## src/rtl/i2c_target_regs.sv

```systemverilog
// I2C target exposing a small byte-wide register file.
// Bus side uses an auto-incrementing pointer; host side reads/writes directly.
module i2c_target_regs #(
   parameter logic [6:0] DEV_ADDR  = 7'h1E,
   parameter int         NREG_LOG2 = 3
) (
   input  logic                 sys_clk,
   input  logic                 rst_n,
   input  logic                 scl_in,
   input  logic                 sda_in,
   output logic                 sda_oe,
   input  logic                 host_we,
   input  logic [NREG_LOG2-1:0] host_addr,
   input  logic [7:0]           host_wdata,
   output logic [7:0]           host_rdata,
   output logic                 i2c_wr_stb,
   output logic [NREG_LOG2-1:0] i2c_wr_addr,
   output logic [7:0]           i2c_wr_data,
   output logic                 busy,
   output logic [7:0]           State
);

   localparam int NREG = 1 << NREG_LOG2;

   typedef enum logic [3:0] {
      S_IDLE      = 4'd0,
      S_ADDR      = 4'd1,
      S_ADDR_ACK  = 4'd2,
      S_PTR       = 4'd3,
      S_PTR_ACK   = 4'd4,
      S_WDATA     = 4'd5,
      S_WDATA_ACK = 4'd6,
      S_RDATA     = 4'd7,
      S_RACK      = 4'd8,
      S_WAIT_STOP = 4'd9
   } state_t;

   state_t                r_state, w_state_nx;
   logic [1:0]            r_scl_q, r_sda_q;
   logic                  r_scl_d, r_sda_d;
   logic [3:0]            r_bitcnt, w_bitcnt_nx;
   logic [7:0]            r_shift, w_shift_nx;
   logic [NREG_LOG2-1:0]  r_ptr, w_ptr_nx, w_ptr_inc;
   logic                  r_rw, w_rw_nx;
   logic                  r_oe, w_oe_nx;
   logic                  r_busy, w_busy_nx;
   logic                  w_commit;
   logic                  r_wr_stb;
   logic [NREG_LOG2-1:0]  r_wr_addr;
   logic [7:0]            r_wr_data;
   logic [7:0]            r_regs [NREG];
   logic                  w_scl, w_sda;
   logic                  w_scl_rise, w_scl_fall, w_start, w_stop;
   logic [7:0]            w_rd_cur, w_rd_nxt;

   assign w_scl      = r_scl_q[1];
   assign w_sda      = r_sda_q[1];
   assign w_scl_rise = w_scl & ~r_scl_d;
   assign w_scl_fall = ~w_scl & r_scl_d;
   assign w_start    = w_scl & r_scl_d & r_sda_d & ~w_sda;
   assign w_stop     = w_scl & r_scl_d & ~r_sda_d & w_sda;
   assign w_ptr_inc  = r_ptr + NREG_LOG2'(1);
   assign w_rd_cur   = r_regs[r_ptr];
   assign w_rd_nxt   = r_regs[w_ptr_inc];

   always_ff @(posedge sys_clk or negedge rst_n) begin
      if (!rst_n) begin
         r_scl_q <= 2'b11;
         r_sda_q <= 2'b11;
         r_scl_d <= 1'b1;
         r_sda_d <= 1'b1;
      end else begin
         r_scl_q <= {r_scl_q[0], scl_in};
         r_sda_q <= {r_sda_q[0], sda_in};
         r_scl_d <= w_scl;
         r_sda_d <= w_sda;
      end
   end

   always_ff @(posedge sys_clk or negedge rst_n) begin
      if (!rst_n) r_state <= S_IDLE;
      else        r_state <= w_state_nx;
   end

   always_comb begin
      w_state_nx  = r_state;
      w_bitcnt_nx = r_bitcnt;
      w_shift_nx  = r_shift;
      w_ptr_nx    = r_ptr;
      w_rw_nx     = r_rw;
      w_oe_nx     = r_oe;
      w_busy_nx   = r_busy;
      w_commit    = 1'b0;
      if (w_stop) begin
         w_state_nx = S_IDLE;
         w_oe_nx    = 1'b0;
         w_busy_nx  = 1'b0;
      end else if (w_start) begin
         w_state_nx  = S_ADDR;
         w_bitcnt_nx = 4'd0;
         w_oe_nx     = 1'b0;
      end else begin
         unique case (r_state)
            S_ADDR, S_PTR, S_WDATA: begin
               if (w_scl_rise && r_bitcnt != 4'd8) begin
                  w_shift_nx  = {r_shift[6:0], w_sda};
                  w_bitcnt_nx = r_bitcnt + 4'd1;
               end else if (w_scl_fall && r_bitcnt == 4'd8) begin
                  w_oe_nx = 1'b1;
                  if (r_state == S_ADDR) begin
                     if (r_shift[7:1] == DEV_ADDR) begin
                        w_state_nx = S_ADDR_ACK;
                        w_busy_nx  = 1'b1;
                        w_rw_nx    = r_shift[0];
                     end else begin
                        w_state_nx = S_WAIT_STOP;
                        w_busy_nx  = 1'b0;
                        w_oe_nx    = 1'b0;
                     end
                  end else if (r_state == S_PTR) begin
                     w_ptr_nx   = r_shift[NREG_LOG2-1:0];
                     w_state_nx = S_PTR_ACK;
                  end else begin
                     w_commit   = 1'b1;
                     w_ptr_nx   = w_ptr_inc;
                     w_state_nx = S_WDATA_ACK;
                  end
               end
            end
            S_ADDR_ACK: begin
               if (w_scl_fall) begin
                  w_oe_nx     = 1'b0;
                  w_bitcnt_nx = 4'd0;
                  w_state_nx  = S_PTR;
                  if (r_rw) begin
                     // first read bit goes out on the same edge that ends the ACK
                     w_oe_nx     = ~w_rd_cur[7];
                     w_shift_nx  = {w_rd_cur[6:0], 1'b0};
                     w_bitcnt_nx = 4'd1;
                     w_state_nx  = S_RDATA;
                  end
               end
            end
            S_PTR_ACK, S_WDATA_ACK: begin
               if (w_scl_fall) begin
                  w_oe_nx     = 1'b0;
                  w_bitcnt_nx = 4'd0;
                  w_state_nx  = S_WDATA;
               end
            end
            S_RDATA: begin
               if (w_scl_fall) begin
                  if (r_bitcnt == 4'd8) begin
                     w_oe_nx    = 1'b0;
                     w_state_nx = S_RACK;
                  end else begin
                     w_oe_nx     = ~r_shift[7];
                     w_shift_nx  = {r_shift[6:0], 1'b0};
                     w_bitcnt_nx = r_bitcnt + 4'd1;
                  end
               end
            end
            S_RACK: begin
               if (w_scl_rise) begin
                  if (!w_sda) begin
                     w_ptr_nx    = w_ptr_inc;
                     w_shift_nx  = w_rd_nxt;
                     w_bitcnt_nx = 4'd0;
                     w_state_nx  = S_RDATA;
                  end else begin
                     w_state_nx = S_WAIT_STOP;
                  end
               end
            end
            default: ;
         endcase
      end
   end

   always_ff @(posedge sys_clk or negedge rst_n) begin
      if (!rst_n) begin
         r_bitcnt  <= 4'd0;
         r_shift   <= 8'd0;
         r_ptr     <= '0;
         r_rw      <= 1'b0;
         r_oe      <= 1'b0;
         r_busy    <= 1'b0;
         r_wr_stb  <= 1'b0;
         r_wr_addr <= '0;
         r_wr_data <= 8'd0;
      end else begin
         r_bitcnt <= w_bitcnt_nx;
         r_shift  <= w_shift_nx;
         r_ptr    <= w_ptr_nx;
         r_rw     <= w_rw_nx;
         r_oe     <= w_oe_nx;
         r_busy   <= w_busy_nx;
         r_wr_stb <= w_commit;
         if (w_commit) begin
            r_wr_addr <= r_ptr;
            r_wr_data <= r_shift;
         end
      end
   end

   // bus commit is applied last so it wins a same-register collision
   always_ff @(posedge sys_clk or negedge rst_n) begin
      if (!rst_n) begin
         for (int i = 0; i < NREG; i++) r_regs[i] <= 8'd0;
      end else begin
         if (host_we)  r_regs[host_addr] <= host_wdata;
         if (w_commit) r_regs[r_ptr]     <= r_shift;
      end
   end

   assign sda_oe      = r_oe;
   assign busy        = r_busy;
   assign host_rdata  = r_regs[host_addr];
   assign i2c_wr_stb  = r_wr_stb;
   assign i2c_wr_addr = r_wr_addr;
   assign i2c_wr_data = r_wr_data;
   assign State       = {4'b0000, r_state};

endmodule

```

## config.mk

```make
export PLATFORM = sky130hd
export DESIGN_NAME = i2c_target_regs
export DESIGN_NICKNAME = d
export VERILOG_FILES = /design/src/rtl/i2c_target_regs.sv
export SDC_FILE = /design/constraint.sdc
export NUM_CORES = 1
export LEC_CHECK = 0
export CELL_PAD_IN_SITES_DETAIL_PLACEMENT = 2
export CELL_PAD_IN_SITES_GLOBAL_PLACEMENT = 2
export CORE_UTILIZATION = 39
export CTS_CLUSTER_SIZE = 10
export DETAILED_ROUTE_END_ITERATION = 10
export PLACE_DENSITY = 0.85
export SYNTH_ARGS = -nofsm -noshare
export SYNTH_HDL_FRONTEND = slang
export SYNTH_SLANG_ARGS = --single-unit
export TNS_END_PERCENT = 20
```

## constraint.sdc

```tcl
create_clock -name sys_clk -period 3.2 [get_ports sys_clk]
set_clock_uncertainty 0.05 [all_clocks]
set_input_delay 0.64 -clock sys_clk [delete_from_list [all_inputs] [get_ports sys_clk]]
set_output_delay 0.64 -clock sys_clk [all_outputs]
set_load 0.01 [all_outputs]
```

# Yosys cells after proc, flatten, opt, wreduce, memory -nomap -nowiden
# Cells that the tools add are included.
dict set report classes {
  bitwise_logic 19
  addsub 2
  n_mux 82
  order_cmp 5
  reduce_logical 21
  eq_ne 37
}
# cell count
set ops {}
lappend ops {{bitwise mux 64 bit} 2}
lappend ops {{2-to-1 mux 64 bit} 2}
lappend ops {{2-to-1 mux 8 bit} 15}
lappend ops {{2-to-1 mux 4 bit} 20}
lappend ops {{binary-select mux 8 bit (select 3 bit)} 3}
lappend ops {{demux 8 bit (select 3 bit)} 2}
lappend ops {{one-hot mux 4 bit (5 select lines)} 2}
lappend ops {{inequality test 4 bit (second input constant)} 8}
lappend ops {{one-hot mux 8 bit (4 select lines)} 1}
lappend ops {{2-to-1 mux 1 bit} 25}
lappend ops {{inequality test 2 bit (second input constant)} 11}
lappend ops {{2-to-1 mux 3 bit} 7}
lappend ops {{inequality test 3 bit (second input constant)} 7}
lappend ops {{== test 4 x 3 -> 1 bit (second input constant)} 4}
lappend ops {{AND reduction 8 bit} 2}
lappend ops {{greater-or-equal comparator 4 bit (second input constant)} 3}
lappend ops {{inverter 3 -> 4 bit} 3}
lappend ops {{nonzero test 6 bit} 2}
lappend ops {{AND reduction 10 bit} 1}
lappend ops {{inverter 1 bit} 9}
lappend ops {{AND reduction 9 bit} 1}
lappend ops {{== test 4 x 2 -> 1 bit (second input constant)} 2}
lappend ops {{== test 4 bit (second input constant)} 2}
lappend ops {{< comparator 4 x 1 -> 1 bit (second input constant)} 2}
lappend ops {{18 further kinds} 30}
dict set report totals {
  reg_bits 104
  input_bits 16
}

# Logic depth before layout (Yosys ltp)
dict set report logic_depth {
  depth_word 10
  depth_mapped 11
  depth_no_buf 8
}

# Worst setup path before layout
# Ideal clock, no wire load.
dict set report synth_path {
  kind {input -> output}
  from {in host_addr[2]}
  to {out host_rdata[2]}
  slack_ps 716
  t_arrival_ps 1794
  t_required_ps 2510
  n_path_buf 2
  path_stages 4
  path_cell_list {buf_2 buf_1 mux4_2 mux2_2}
}
dict set report synth_via {
  elab_chain_len 4
}
# item line_no
set synth_lines {}
lappend synth_lines {{start: declaration} 13} ;# input logic [NREG_LOG2-1:0] host_addr,
lappend synth_lines {{inverter 3 -> 4 bit (not written as such)} 218} ;# assign host_rdata = r_regs[host_addr];
lappend synth_lines {{binary-select mux 8 bit (select 3 bit)} 218}
lappend synth_lines {{2-to-1 mux 8 bit (not written as such) (2 in series)} 218}
lappend synth_lines {{end: declaration} 15} ;# output logic [7:0] host_rdata,
# Every way passes these cells. The select of a mux whose other input is x is not followed.

# Worst setup path after layout
dict set report layout_path {
  from {in host_addr[0]}
  to {out host_rdata[6]}
}
# Same word-level chain as after synthesis.

==> results_dict.tcl <==
set metrics [dict create \
    cts_setup_buffers 0 \
    ant_nets 0 \
    grt_pass1_vias 6606 \
    hold_violations 0 \
    cts_num_sinks 104 \
    slew_headroom_pct 44.37 \
    async_reset_ff_share_pct 100.0 \
    std_cell_rows 47 \
    grt_max_degree 48 \
    fillers 1727 \
    power_leakage_nw 3.186 \
    yosys_warnings 0 \
    clk_pin_slew_ns 0.07 \
    synth_mux_area_share_pct 28.51 \
    layout_common_cells "97 x nand2_1, 97 x dfrtp_1, 67 x mux2i_1, 51 x o21ai_0, 48 x mux4_2" \
    die-height_um 133.8 \
    die_w_um 133.8 \
    worst_skew_pair.late_latency_ns 0.37 \
    ys_seq_area_share_pct 38.52 \
    firstDrtPassIters 5 \
    cp_data_required_time_ns 2.51 \
    cp.arrival_ns 2.47 \
    hpwl_mm 17.93 \
    via_per_inst 6.543 \
    cellPowerDensity_mw_per_mm2 806.9 \
    fmax_mhz 316.6 \
    drv_slew 0 \
    synth_cell_type_count 61 \
    critPathSlowestCell "mux4_2" \
    synth_simple_gate_area_share_pct 15.53 \
    cts.root.buffer_cell "clkbuf_16" \
    synth_compound_area_share_pct 10.71 \
    synth_top_family_by_area "multiplexers" \
    fin_crit_ns 3.159 \
    coreArea_mm2 0.01676 \
    crit-reg2reg-launch "r_bitcnt[0]" \
    clock_path_buffers 2 \
    r2r_cells 8 \
    synth_enable_flop_cells 0 \
    maxCapViolCount 0 \
    syn_area_per_cell_um2 10.38 \
    numPortBuffers 41 \
    slowest_delay_ns 0.49 \
    io_pins 46 \
    drc 0 \
    finish.instance_area_mm2 0.007859 \
    crit_path_max_fanout 8 \
    crit_path_start_kind "input port" \
    cts_made_buffers 9 \
    nets 704 \
    synthesis.area_mm2 0.006775 \
    routed_wl_mm 25.84 \
    grt_pass1_wl_mm 40.61 \
    min_period_over_period_pct 98.71 \
    rsz0062_at_grt "no" \
    vdd_drop_max_mv 0.3444 \
    timing.setup.tns_ns 0 \
    areaGrowthSynthToFinish_pct 15.99 \
    drtIter0Drc 563 \
    gp_congestion 0.8696 \
    place_area_mm2 0.007495 \
    cts-hold-fix-buffers 0 \
    netlist_instances 653 \
    synth_seq_cells 104 \
    rrSetupSlack_ns 0.42 \
    dp_slack_ns -0.1212 \
    status "completed" \
    gr-total-overflow 0 \
    setup_violations 0 \
    start_util_pct 40.43 \
    critPathKind "input port to output port" \
    crit_chain "dlygate4sd2_1 > bufbuf_16 > mux4_2 > mux2_2 > clkdlybuf4s50_1" \
    wire_per_inst_um 28.39 \
    cts_htree_levels 3 \
    synthXorXnorAreaFrac_pct 0.7572 \
    min_path_type "input port to async pin" \
    max_slew.worst_pin.slew_ns 0.8345 \
    r2r_end "r_regs[46]" \
    cts_tree "done" \
    vias 5954 \
    antenna_found_initial 0 \
    end_kind "output port" \
    drive_gt1_share_pct 21.59 \
    die_area_mm2 0.01790 \
    grt_use_total_pct 30.73 \
    post-route-util_pct 46.89 \
    fin_hold_ws_ns 0.2540 \
    synth_adder_area_share_pct 0.5540 \
    crit_start "host_addr[0]" \
    setup_slack_ns 0.04132 \
    synth_flop_cell "dfrtp_1" \
    diodes 0 \
]
-- where the power goes --
group          internal, W  switching (W)
combinational      0.00136        0.00142
sequential         0.00164       0.000638
clock             0.000718       0.000565
total              0.00371        0.00263
-- sequential cells by signal, summed over array words and instances (netlist names) --
register and count:
i2c_wr_addr 3, r_sda_q 2, r_scl_d 1, r_bitcnt 4, r_regs 64, r_rw 1
r_sda_d 1, i2c_wr_data 8, r_scl_q 2, i2c_wr_stb 1, r_shift 8, r_ptr 3
r_state 4, busy 1, sda_oe 1
-- synthesized netlist by cell type (5+ instances only) --
cell      count  area [µm²]
inv_1         7       26.28
dfrtp_1      98        2452
nand3_1      18       90.09
nand2_1      97       364.1
nand4_1      10       62.56
a31oi_1       5       31.28
buf_4         9       67.56
buf_2        22       110.1
mux4_2       48        1081
mux2i_1      67       670.6
buf_1        17       63.81
nor3_1        6       30.03
nor2_1       34       127.6
mux2_2       16       180.2
dfstp_2       6       157.7
nor2b_1       6       37.54
a21oi_1      32       160.2
a22oi_1       6       45.04
nand4b_1      5       43.79
clkbuf_1     18       67.56
o21ai_0      51       255.2
nand2b_1      5       31.28
-- timing repair --
item | CTS | global route
endpoints found under the setup margin | 8 | 3
gates resized for setup | 6 | 1
pin swaps | 0 | 0
cloned | 1 | 0
-- how the worst max path moves through the flow --
stage	depth (start not counted)	slack, ns	to
2_1_floorplan	4	0.72	host_rdata[2]
3_3_place_gp	5	-0.1	host_rdata[3]
3_5_place_dp	5	-0.12	host_rdata[0]
4_1_cts	4	-0.003	host_rdata[7]
5_1_grt	5	0.006	host_rdata[6]
6_report	5	0.04	host_rdata[6]
-- per-layer routing --
layer	track usage [%]	part of all wire [%]	vias up
li1	-	-	2447
met1	37.57	39	3126
met2	53.02	51	286
met3	4.611	5.7	95
met4	15.03	4.4	0
met5	0	0	-
-- area by class of cell --
| type | count | area, µm² | share of cell area (%) |
|---|---|---|---|
| Sequential cell | 104 | 2611 | 33.23 |
| Inverter | 7 | 26.28 | 0.3343 |
| Clock buffer | 11 | 242.7 | 3.089 |
| Timing Repair Buffer | 87 | 790.8 | 10.06 |
| Multi-Input combinational cell | 476 | 3824 | 48.65 |
| Clock inverter | 5 | 88.84 | 1.130 |
| Tap cell | 220 | 275.3 | 3.503 |
-- kinds of logic (layout without fill, tap and decap cells) --
group                    count (synthesis)  in the layout
AND/OR/NAND/NOR                        209            209
multiplexers                           131            131
AO/OA/AOI/OAI                          124            124
flip-flops                             104            104
buffers and inverters                   76            110
XOR/XNOR                                 5              5
adder cells (fa/ha/maj)                  3              3
other                                    1              4
-- metrics by stage --
stage                     std cells  power, W
after floorplan                 656  0.003969
after detailed placement        893  0.005000
final                           910  0.006341
after CTS                       910  0.006320
after global placement          893  0.004774
after global routing            910  0.006624
-- critical path: cells and delay by family --
family	cells	cell delay (ns)
buf+inv	3	1.06
mux	2	0.77
(Power assumes the default switching activity.)
